[src/rtl/uart_echo.sv]
`timescale 1ns/1ps
// uart_echo: 8N1 UART loopback. Bytes arriving on rx are caught in a
// one-byte holding buffer and sent back out on tx. Receiver and
// transmitter run independently; the newest received byte always wins.
module uart_echo #(
  parameter int CLK_FREQ = 50000000,
  parameter int BAUD     = 19200,
  parameter int DIV      = CLK_FREQ / BAUD,
  parameter int HALF     = DIV / 2
) (
  input  logic clk,
  input  logic res,
  input  logic rx,
  output logic tx
);

  localparam int CW = (DIV > 1) ? $clog2(DIV) : 1;
  localparam logic [CW-1:0] DIV_M1  = CW'(DIV - 1);
  localparam logic [CW-1:0] HALF_M1 = CW'(HALF - 1);

  typedef enum logic [2:0] {RX_IDLE, RX_START, RX_DATA, RX_STOP, RX_WAIT} rx_state_t;
  typedef enum logic [1:0] {TX_IDLE, TX_START, TX_DATA, TX_STOP} tx_state_t;

  logic            rx_p0, rx_p1;
  rx_state_t       rx_state;
  logic [CW-1:0]   rx_cnt;
  logic [2:0]      rx_bit;
  logic [7:0]      rx_data;
  logic            rx_valid;

  logic [7:0]      hold;
  logic            full;
  logic            tx_load;

  tx_state_t       tx_state;
  logic [CW-1:0]   tx_cnt;
  logic [2:0]      tx_bit;
  logic [7:0]      tx_shift;

  // Stage p0/p1: two-flop synchronizer, preset to the idle-high line level
  always_ff @(posedge clk or negedge res) begin
    if (!res) begin
      rx_p0 <= 1'b1;
      rx_p1 <= 1'b1;
    end else begin
      rx_p0 <= rx;
      rx_p1 <= rx_p0;
    end
  end

  // Receiver FSM: centre-samples each bit, pulses rx_valid on a good stop bit
  always_ff @(posedge clk or negedge res) begin
    if (!res) begin
      rx_state <= RX_IDLE;
      rx_cnt   <= '0;
      rx_bit   <= '0;
      rx_data  <= '0;
      rx_valid <= 1'b0;
    end else begin
      rx_valid <= 1'b0;
      case (rx_state)
        RX_IDLE: begin
          rx_cnt <= '0;
          if (!rx_p1) rx_state <= RX_START;
        end
        RX_START: begin
          if (rx_cnt == HALF_M1) begin
            rx_cnt   <= '0;
            rx_bit   <= '0;
            // A start bit that is gone by its centre was only a glitch
            rx_state <= rx_p1 ? RX_IDLE : RX_DATA;
          end else begin
            rx_cnt <= rx_cnt + 1'b1;
          end
        end
        RX_DATA: begin
          if (rx_cnt == DIV_M1) begin
            rx_cnt  <= '0;
            rx_data <= {rx_p1, rx_data[7:1]};
            if (rx_bit == 3'd7) rx_state <= RX_STOP;
            else                rx_bit   <= rx_bit + 1'b1;
          end else begin
            rx_cnt <= rx_cnt + 1'b1;
          end
        end
        RX_STOP: begin
          if (rx_cnt == DIV_M1) begin
            rx_cnt <= '0;
            if (rx_p1) begin
              rx_valid <= 1'b1;
              rx_state <= RX_IDLE;
            end else begin
              rx_state <= RX_WAIT;
            end
          end else begin
            rx_cnt <= rx_cnt + 1'b1;
          end
        end
        RX_WAIT: begin
          rx_cnt <= '0;
          if (rx_p1) rx_state <= RX_IDLE;
        end
        default: rx_state <= RX_IDLE;
      endcase
    end
  end

  assign tx_load = (tx_state == TX_IDLE) && full;

  // Holding buffer: a fresh byte beats the transmitter's clear so none is lost
  always_ff @(posedge clk or negedge res) begin
    if (!res) begin
      hold <= '0;
      full <= 1'b0;
    end else if (rx_valid) begin
      hold <= rx_data;
      full <= 1'b1;
    end else if (tx_load) begin
      full <= 1'b0;
    end
  end

  // Transmitter FSM: tx is driven straight from a flop so it never glitches
  always_ff @(posedge clk or negedge res) begin
    if (!res) begin
      tx_state <= TX_IDLE;
      tx_cnt   <= '0;
      tx_bit   <= '0;
      tx_shift <= '0;
      tx       <= 1'b1;
    end else begin
      case (tx_state)
        TX_IDLE: begin
          tx_cnt <= '0;
          tx     <= 1'b1;
          if (full) begin
            tx_shift <= hold;
            tx       <= 1'b0;
            tx_state <= TX_START;
          end
        end
        TX_START: begin
          if (tx_cnt == DIV_M1) begin
            tx_cnt   <= '0;
            tx_bit   <= '0;
            tx       <= tx_shift[0];
            tx_shift <= {1'b0, tx_shift[7:1]};
            tx_state <= TX_DATA;
          end else begin
            tx_cnt <= tx_cnt + 1'b1;
          end
        end
        TX_DATA: begin
          if (tx_cnt == DIV_M1) begin
            tx_cnt <= '0;
            if (tx_bit == 3'd7) begin
              tx       <= 1'b1;
              tx_state <= TX_STOP;
            end else begin
              tx       <= tx_shift[0];
              tx_shift <= {1'b0, tx_shift[7:1]};
              tx_bit   <= tx_bit + 1'b1;
            end
          end else begin
            tx_cnt <= tx_cnt + 1'b1;
          end
        end
        TX_STOP: begin
          if (tx_cnt == DIV_M1) begin
            tx_cnt   <= '0;
            tx_state <= TX_IDLE;
          end else begin
            tx_cnt <= tx_cnt + 1'b1;
          end
        end
        default: tx_state <= TX_IDLE;
      endcase
    end
  end

endmodule

[config.mk]
export PLATFORM = sky130hd
export DESIGN_NAME = uart_echo
export DESIGN_NICKNAME = d
export VERILOG_FILES = /design/src/rtl/uart_echo.sv
export SDC_FILE = /design/constraint.sdc
export NUM_CORES = 1
export LEC_CHECK = 0
export CORE_MARGIN = 3
export CORE_UTILIZATION = 23
export DETAILED_ROUTE_END_ITERATION = 7
export GPL_ROUTABILITY_DRIVEN = 0
export PLACE_DENSITY_LB_ADDON = 0.12
export SETUP_SLACK_MARGIN = 0.05
export SYNTH_ARGS = -nofsm -noshare
export SYNTH_HDL_FRONTEND = slang
export SYNTH_SLANG_ARGS = --single-unit
[constraint.sdc]
create_clock -name clk -period 2.05 [get_ports clk]
set_input_delay 0.41 -clock clk [delete_from_list [all_inputs] [get_ports clk]]
set_output_delay 0.41 -clock clk [all_outputs]
set_load 0.1 [all_outputs]
; ---- Word-level counts from Yosys, hierarchy flattened
; Cells that the tools add are included.
[word_totals]
register_bits = 64
output_inout_bits = 1
wordCells = 104
[op_classes]
add_sub_neg = 4
eq_ne = 25
mux = 43
reduce_logical = 18
[ops]
columns = cell, n
row1 = $mux W3, 13
row2 = $mux W12, 3
row3 = $pmux W12 S3, 1
row4 = $mux W8, 4
row5 = $ne A2 B2 Y1 const B, 13
row6 = $add A12 B1 Y12 const B, 2
row7 = $eq A12 B12 Y1 const B, 2
row8 = $pmux W12 S2, 1
row9 = $pmux W8 S3, 1
row10 = $pmux W3 S5, 1
row11 = $eq A12 B11 Y1 const B, 1
row12 = $mux W2, 6
row13 = $pmux W3 S2, 2
row14 = $reduce_and A5 Y1, 2
row15 = $eq A3 B3 Y1 const B, 3
row16 = $mux W1, 9
row17 = $pmux W2 S4, 1
row18 = $reduce_and A4 Y1, 2
row19 = $add A3 B1 Y3 const B, 2
row20 = $eq A3 B2 Y1 const B, 2
row21 = $reduce_and A6 Y1, 1
row22 = $reduce_bool A2 Y1, 3
row23 = $reduce_bool A3 Y1, 2
row24 = $eq A2 B2 Y1 const B, 2
row25 = other kinds (10), 11

; ---- Logic depth before layout (Yosys ltp)
; Gate-level depths: netlist (run 1).
[logic_depth]
word_depth = 4
ltp_mapped = 6

; ---- Worst setup path before layout (run 1)
; No wires, ideal clock.
[synth_timing]
path_type = flip-flop to flip-flop
start = reg tx_state[0]
end = reg tx_state[1]
arrival_ps = 1827
path_slack_ps = 95
path_stages_with_launch = 7
synth_period_minus_slack_ps = 1955
path_cell_list = dfrtp_1 -> inv_1 -> ha_1 -> or2_2 -> or3_1 -> o31ai_4 -> mux2_1
[synth_via]
elab_chain_cells = 3
elab_cells_between_ends = 11
classes_between = eq/ne (8) / mux (1) / reduce/logical (2)
[synth_lines]
columns = element, line_no
row1 = from (decl), 35  ; tx_state_t tx_state;
row2 = from (signal assigned), 126  ; tx_state <= TX_IDLE;
row3 = from (signal assigned), 139  ; tx_state <= TX_START;
row4 = from (signal assigned), 148  ; tx_state <= TX_DATA;
row5 = $eq A2 B2 Y1 (tied with other cells), 132  ; case (tx_state)
row6 = $ne A2 B2 Y1 (no source line), n/a
row7 = $reduce_and A5 Y1 (no source line), n/a
; Parallel ways exist; a longest one is shown, timed or not.
; A chain may end at the register's enable or synchronous reset.

; ---- Final worst setup path (run 1)
[layout_timing]
start = reg tx_state[1]
end = reg tx_state[1]
; Same word-level chain as after synthesis.

==> impl_metrics.tcl, run 1 <==
set metrics [dict create \
    run_status "complete, no violations" \
    fin_nets 338 \
    pre_cts_slack_ns 0.125 \
    placed_cells 492 \
    async_flop_share_pct 100 \
    cts_max_level 3 \
    path_delay_family "simple AND/OR/NAND/NOR gates" \
    antenna_cells 0 \
    p_leak_uw 0.00181 \
    reg2reg_depth 6 \
    synth_most_common_cell "dfrtp_1" \
    required_ns 2.27 \
    yosys.cell_types.count 56 \
    crit_chain "inv_1, ha_1, or2_2, or3_1, o31ai_4, mux2_4" \
    synthTopCellsByCount "dfrtp_1, mux2_2, nand2_1, nor2_1, o21ai_0" \
    grt_overflow 0 \
    synth_top_area_share_pct 45.3 \
    fin_setup_tns_ns 0 \
    drcViolationCount 0 \
    start_util_pct 23.9 \
    finalHoldViolCount 0 \
    layout_min_cycle_time_ns 1.91 \
    crit_buf_inv 1 \
    syn_area_per_cell_sq_um 11.2 \
    vias 2299 \
    grt_pass1_wl_microns 12200 \
    cts_setup_buffers 0 \
    ys_warn_count 0 \
    die-area_sq_mm 0.0162 \
    drt_iter0_markers 99 \
    ys_seq_area_share_pct 47.6 \
    drv_slew 0 \
    ir_worst_vdd_uv 372 \
    syn_inst 302 \
    ctsRootBufferMaster "clkbuf_16" \
    clock_latency_ns 0.33 \
    multiInputGateArea_sq_mm 0.00168 \
    fp.dieW_microns 127 \
    ys.flop_type "dfrtp_1" \
    antenna_found_initial 0 \
    synth_top_area_cell "dfrtp_1" \
    critical_path_class "register to register" \
    hp-class "input port to async pin" \
    cts_tree "done" \
    drive_gt1_share_pct 27.1 \
    setup_violations 0 \
    synthToLayoutAreaGrowth_pct 20.0 \
    regArea_sq_mm 0.00161 \
    drtAntennaViolNets 0 \
    synth_seq_cells 64 \
    std_cell_rows 43 \
    clock_sinks 64 \
    max_freq_ghz 0.522 \
    clk_path_buf_depth 2 \
    hold_buffers 0 \
    ff2ff_setup_slack_ns 0.14 \
    slowest_delay_ns 0.39 \
    synth_top_cells_by_area "dfrtp_1, mux2_2, ha_1" \
    timing.final.crit_share_pct 93.4 \
    max_cap_violations 0 \
    drt_wl_total_microns 6920 \
    power_density_mw_per_mm2 712 \
    io_pins 4 \
    hpwl_microns 4640 \
    synth_edf_count 0 \
    grt_max_degree 65 \
    post_drt_wl_per_cell_microns 13.6 \
    critPathSlowestCell "dfrtp_1" \
    worstPathArrival_ns 2.13 \
    avgViaCountPerCell 4.53 \
    syn_nets 317 \
    path_max_fanout 4 \
    worst_slack_ns 0.136 \
    timing.rr.start "tx_state[1]" \
    start_kind "register" \
    end_kind "register" \
    portBuffers 3 \
    track_usage_pct 9.47 \
    core-area_sq_mm 0.0141 \
    timing.rr.end "tx_state[1]" \
    numCtsBuffers 9 \
    synth_area_sq_mm 0.00337 \
    finalClockSkew_ns 0.00530 \
    utilization_pct 28.7 \
    first_pass_iters 4 \
    die_y_microns 127 \
    tightest_slew_ns 0.682 \
    final_cells 508 \
    max-slew-margin-rel_pct 54.6 \
    grt_pass1_vias 2394 \
    rsz0062_at_grt "true" \
    nFillCells 1493 \
    clk_transition_reported_paths_ns 0.05 \
]
cells in the final DEF, fill, tap and decap left out, drive strengths merged, types with 5 or more instances in the layout:
master  instances
a21oi           5
xor2            5
nand3          11
mux2           33
a22o            5
nor3            8
nand4          10
and3            5
o21ai          17
ha             12
buf            21
nor2b           5
dfrtp          61
nand2          24
nor2           21
inv            10
clkbuf         11
logic make-up after synthesis:
family	after synthesis	synth area share [%]
compound gates	51	11.9
xor+xnor	9	2.34
fa+ha+maj	12	4.45
buf+inv	22	2.63
flops	64	47.6
mux	36	11.9
simple gates	108	19.1
final cells by class:
class / instances / area share [%]
flip-flops and latches: 64 / 39.6
well taps: 180 / 5.56
repair buffers: 22 / 4.70
inverters: 10 / 0.927
clock buffers: 11 / 6.24
clock inverters: 5 / 1.36
multi-input cells: 216 / 41.6
repair_timing:
action | CTS | global route
endpoints found under the setup margin | 0 | 9
resized for setup | 0 | 2
hold endpoints to repair | 0 | 0
power by group:
part	total [uW]	switching (uW)	internal, uW
clock	1580	578	1000
sequential	1270	1.01	1270
combinational	33.5	26.8	6.67
flip-flops by register name (all words and copies together) (netlist names):
register  cells
rx_cnt       12
tx_cnt       12
hold          8
rx_data       8
tx_shift      8
rx_bit        3
rx_state      3
tx_bit        3
tx_state      2
full          1
rx_p0         1
rx_p1         1
rx_valid      1
tx            1
layer usage:
metal  vias to the layer above  global-route usage [%]  part of all wire, %
met1                      1131                    12.3                   51
met3                         5                    4.01                  3.4
met4                         0                    2.84                  1.4
met2                        20                    14.4                   44
met5                         -                       0                    0
li1                       1143                       -                    -
per-stage QoR:
stage | instance area (sq um) | hold WS, ns | total power, uW
2_1_floorplan | 3370 | 0.114 | 1290
3_3_place_gp | 3740 | 0.346 | 1330
3_5_place_dp | 3740 | 0.347 | 1330
4_1_cts | 4050 | 0.0978 | 2960
5_1_grt | 4050 | 0.109 | 3000
6_report | 4050 | 0.0890 | 2880
worst max-delay path by stage:
stage,from,to,depth (start not counted)
3_5_place_dp,tx_state[0],tx_shift[4],6
2_1_floorplan,tx_state[0],tx_state[1],6
6_report,tx_state[1],tx_state[1],6
5_1_grt,tx_state[1],tx_shift[6],6
3_3_place_gp,tx_state[0],tx_shift[7],6
4_1_cts,tx_state[1],tx_state[1],6
Note: power is estimated with default switching activity, not from simulation.
==> inputs of run 2 (changes only) <==
Settings changed: ABC_AREA from default to 1, REMOVE_ABC_BUFFERS from default to 1.
==> impl_metrics.tcl, run 2 <==
set metrics [dict create \
    core-area_sq_mm 0.0142 \
    synth_top_area_cell "dfrtp_1" \
    synth_fa_ha_area_share_pct 4.38 \
    fin_nets 457 \
    drt_wl_total_microns 7440 \
    switching_share_pct 21.9 \
    antenna_found_initial 0 \
    synth_top_family_by_area "simple AND/OR/NAND/NOR gates" \
    pwr-share-clk_pct 52.0 \
    die_y_microns 128 \
    clock_sinks 64 \
    synth_top_cells_by_area "dfrtp_1, nand2_1, inv_1" \
    fp.dieW_microns 128 \
    drive_gt1_share_pct 12.3 \
    finalClockSkew_ns 0.00600 \
    max_freq_ghz 0.598 \
    hold_buffers 0 \
    avgViaCountPerCell 4.20 \
    top_regs "rx_cnt x12, tx_cnt x12" \
    syn_area_per_cell_sq_um 7.98 \
    end_kind "register" \
    totalPowerFinal_uw 2720 \
    worstPathArrival_ns 1.89 \
    timing.final.crit_share_pct 81.6 \
    max-slew-margin-rel_pct 66.6 \
    clk_transition_reported_paths_ns 0.06 \
    final_cells 627 \
    nFillCells 1573 \
    clock_latency_ns 0.33 \
    synth_top_area_share_pct 44.5 \
    required_ns 2.27 \
    post_drt_wl_per_cell_microns 11.9 \
    synthToLayoutAreaGrowth_pct 15.6 \
    internal-power_uw 2120 \
    grt_pass1_wl_microns 13200 \
    synth_compound_area_share_pct 8.21 \
    power_density_mw_per_mm2 685 \
    die-area_sq_mm 0.0164 \
    start_kind "register" \
    layout_min_cycle_time_ns 1.67 \
    drcViolationCount 0 \
    placed_cells 611 \
    synthSimpleGateAreaFrac_pct 32.1 \
    finalHoldViolCount 0 \
    start_util_pct 24.1 \
    max_cap_violations 0 \
    run_status "complete, no violations" \
    cts_setup_buffers 0 \
    p_sw_uw 594 \
    ctsRootBufferMaster "clkbuf_16" \
    drv_slew 0 \
    drtAntennaViolNets 0 \
    seqPwrFrac_pct 46.7 \
    io_pins 4 \
    track_usage_pct 9.92 \
    numCtsBuffers 9 \
    synth_xor_area_share_pct 1.28 \
    first_pass_iters 4 \
    utilization_pct 27.9 \
    tightest_slew_ns 0.501 \
    synth_area_sq_mm 0.00343 \
    combPwrFrac_pct 1.3 \
    hp-class "input port to async pin" \
    finalInstanceArea_sq_mm 0.00397 \
    yosys.cell_types.count 38 \
    std_cell_rows 43 \
    synthTopCellsByCount "nand2_1, dfrtp_1, inv_1, nor2_1, nand3_1" \
    ys.flop_type "dfrtp_1" \
    final_cell_mix "nand2_1, dfrtp_1, inv_1" \
    clk_path_buf_depth 2 \
    hpwl_microns 5210 \
    grt_overflow 0 \
    drt_iter0_markers 171 \
    ir_worst_vdd_uv 362 \
    timing.rr.start "tx_state[1]" \
    critical_path_class "register to register" \
    synth_most_common_cell "nand2_1" \
    synthMuxAreaShare_pct 0 \
    cts_max_level 3 \
    crit_path_start "tx_state[1]" \
    synth_seq_cells 64 \
    async_flop_share_pct 100 \
    grt_max_degree 48 \
    antenna_cells 0 \
    rsz0062_at_grt "false" \
    path_max_fanout 8 \
    vias 2635 \
    fin_setup_tns_ns 0 \
    placed_area_sq_mm 0.00369 \
    portBuffers 3 \
    ys_seq_area_share_pct 46.8 \
    setup_violations 0 \
    final_common_cell "nand2_1" \
    p_leak_uw 0.00191 \
    cts-resized-gates 0 \
    syn_inst 430 \
    synth_edf_count 0 \
    ys_warn_count 0 \
    grt_pass1_vias 2684 \
    cts_tree "done" \
]
## run 2: metrics by stage
step | setup slack (ns) | hold slack [ns]
2_1_floorplan | 0.513 | 0.114
3_3_place_gp | 0.387 | 0.349
3_5_place_dp | 0.343 | 0.347
4_1_cts | 0.371 | 0.0879
5_1_grt | 0.174 | 0.0974
6_report | 0.378 | 0.0804
## run 2: routing by layer
metal	GRT usage (%)	share of wire (%)
met2	15.1	43
met5	0	0
met3	2.71	2.9
met1	13.6	52
met4	3.18	1.5
## run 2: power by group through the flow
stage	Clock (uW)	Sequential (uW)	Combinational, uW
final	1410	1270	35.8
after global routing	1520	1270	42.8
after CTS	1470	1270	39.0
after detailed placement	0	1290	38.8
after global placement	0	1290	38.7
after floorplan	0	1290	0.988
## run 2: layout make-up
type                       count  area [sq um]  share of cell area (%)
multi-input combinational    304          1580                    39.7
clock inverter                 5          32.5                   0.820
sequential                    64          1610                    40.5
clock buffer                  11           243                    6.12
tap                          180           225                    5.68
timing repair buffer           6          70.1                    1.77
inverter                      57           214                    5.40
## run 2: worst paths after layout
| kind | endpoint | cells past startpoint | slack [ns] |
|---|---|---|---|
| min | tx_cnt[8] | 2 | 0.08 |
| max | tx_shift[6] | 8 | 0.38 |
| min reg2reg | rx_p1 | 0 | 0.35 |
| max in group asynchronous | rx_p0 | 2 | 1.66 |
| max reg2reg | tx_shift[6] | 8 | 0.38 |
| min in group clk | rx_p1 | 0 | 0.35 |
## run 2: cell families after synthesis
group | Yosys count
and+or+nand+nor | 240
DFF | 64
buffers and inverters | 62
AOI/OAI and AO/OA | 47
adders and majority gates | 12
xor gates and xnor gates | 5
## run 2: critical path: stages (launching register included)
cell	delay, ns
dfrtp_1	0.41
inv_1	0.12
ha_1	0.34
inv_1	0.15
nor2_1	0.18
nor2_2	0.07
buf_4	0.17
nand3_1	0.08
nand2_1	0.05
==> inputs of run 3 (changes only) <==
Clock period 2.05 ns to 1.45 ns, I/O delays scaled along.
==> impl_metrics.tcl, run 3 (synthesis results as in run 2) <==
set metrics [dict create \
    slowest_delay_ns 0.40 \
    synthToLayoutAreaGrowth_pct 50.5 \
    violations "negative setup slack" \
    ff2ff_setup_slack_ns -0.04 \
    crit_path_start "rx_cnt[0]" \
    crit_end "rx_cnt[6]" \
    drt_wl_total_microns 8410 \
    track_usage_pct 10.8 \
    vias 2992 \
    layout_min_cycle_time_ns 1.49 \
    max_freq_ghz 0.673 \
    numCtsBuffers 9 \
    timing.final.crit_share_pct 103 \
    fp.dieW_microns 128 \
    start_kind "register" \
    critPathSlowestCell "dfrtp_2" \
    utilization_pct 36.3 \
    core-area_sq_mm 0.0142 \
    clock_sinks 64 \
    finalHoldViolCount 0 \
    ir_worst_vdd_uv 554 \
    seqPwrFrac_pct 45.9 \
    power_density_mw_per_mm2 757 \
    portBuffers 3 \
    final_common_cell "nand2_1" \
    drive_gt1_share_pct 45.2 \
    drv_slew 0 \
    grt_pass1_wl_microns 14400 \
    worst_slack_ns -0.0367 \
    final_cell_mix "nand2_1, dfrtp_1, buf_4" \
    path_max_fanout 7 \
    required_ns 1.67 \
    timing.rr.start "rx_cnt[0]" \
    crit_cells 7 \
    std_cell_rows 43 \
    setup_violations 15 \
    max_cap_violations 0 \
    grt_pass1_vias 3030 \
    start_util_pct 24.1 \
    reg2reg_depth 7 \
    avgViaCountPerCell 4.26 \
    finalClockSkew_ns 0.00976 \
    fin_nets 532 \
    clock_latency_ns 0.34 \
    clk_transition_reported_paths_ns 0.06 \
    hpwl_microns 5640 \
    path_delay_family "flip-flops" \
    antenna_found_initial 0 \
    first_pass_iters 5 \
    die-area_sq_mm 0.0164 \
    drtAntennaViolNets 0 \
    timing.rr.end "rx_cnt[6]" \
    end_kind "register" \
    tightest_slew_ns 0.471 \
    drt_iter0_markers 123 \
    cts_max_level 3 \
    rsz0062_at_grt "true" \
    post_drt_wl_per_cell_microns 12.0 \
    io_pins 4 \
    pwr-share-clk_pct 52.6 \
    crit_chain "ha_2, inv_4, nor2_4, nand4_4, a21oi_4, buf_12, nor2_2" \
    drcViolationCount 0 \
    worstPathArrival_ns 1.71 \
    grt_max_degree 30 \
    max-slew-margin-rel_pct 68.6 \
    critical_path_class "register to register" \
    top_regs "rx_cnt x12, tx_cnt x12" \
    final_cells 702 \
    internal-power_uw 3010 \
    p_sw_uw 893 \
    combPwrFrac_pct 1.4 \
    p_leak_uw 0.00236 \
    crit_buf_inv 2 \
    clk_path_buf_depth 2 \
    cts_tree "done" \
    placed_cells 654 \
    ctsRootBufferMaster "clkbuf_16" \
    pre_cts_slack_ns -0.153 \
    grt_overflow 0 \
    hp-class "register to register" \
    switching_share_pct 22.9 \
    antenna_cells 0 \
    run_status "finished, violations left" \
    holdWs_ns 0.354 \
    die_y_microns 128 \
]
==> run 3: power by group through the flow <==
stage          sequential (uW)  combinational [uW]  clock (uW)
2_1_floorplan             1830                1.40           0
3_3_place_gp              1830                59.7           0
3_5_place_dp              1830                59.4           0
4_1_cts                   1790                61.2        2130
5_1_grt                   1790                66.5        2210
6_report                  1790                56.2        2060
==> run 3: timing repair <==
item,4_1_cts,5_1_grt
setup buffers,20,15
setup endpoints to repair,44,49
endpoints found under the hold margin,14,0
gates cloned,1,0
hold buffers,1,0
gates resized for setup,69,99
pin swaps,36,46
==> run 3: area by class of cell <==
type / count / area, sq um
tap: 180 / 225
clock inverter: 6 / 45.0
timing repair buffer: 81 / 759
multi-input combinational: 304 / 2050
inverter: 57 / 226
clock buffer: 10 / 239
sequential: 64 / 1610
fill: 1479 / 9040
==> run 3: worst min path at each step <==
stage / start / end / cells after the start
final: rx_p0 / rx_p1 / 0
after global placement: res / tx_bit[2] / 1
after floorplan: res / full / 0
after detailed placement: res / tx_bit[2] / 1
after global routing: rx_p0 / rx_p1 / 0
after CTS: rx_p0 / rx_p1 / 0
==> run 3: worst register-to-register path, stage by stage (launching register included) <==
cell and delay [ns]:
dfrtp_2 0.40, ha_2 0.21, inv_4 0.06, nor2_4 0.15, nand4_4 0.14, a21oi_4 0.21, buf_12 0.16, nor2_2 0.04
==> run 3: through the flow <==
step	instance area [sq um]	power (uW)	TNS, ns
global placement	4040	1890	-2.64
detailed placement	4040	1890	-3.60
finish	5160	3910	-0.260
global route	5160	4070	-2.59
floorplan	3390	1830	-0.694
CTS	4760	3990	-0.871
==> run 3: layer usage <==
metal / share of wire (%) / vias up / global-route usage [%] / routed length [microns]
li1: - / 1550 / - / -
met3: 2.7 / 9 / 3.17 / 228
met2: 48 / 20 / 17.9 / 4060
met5: 0 / - / 0 / 0
met4: 1.0 / 0 / 2.81 / 84
met1: 48 / 1413 / 13.9 / 4040
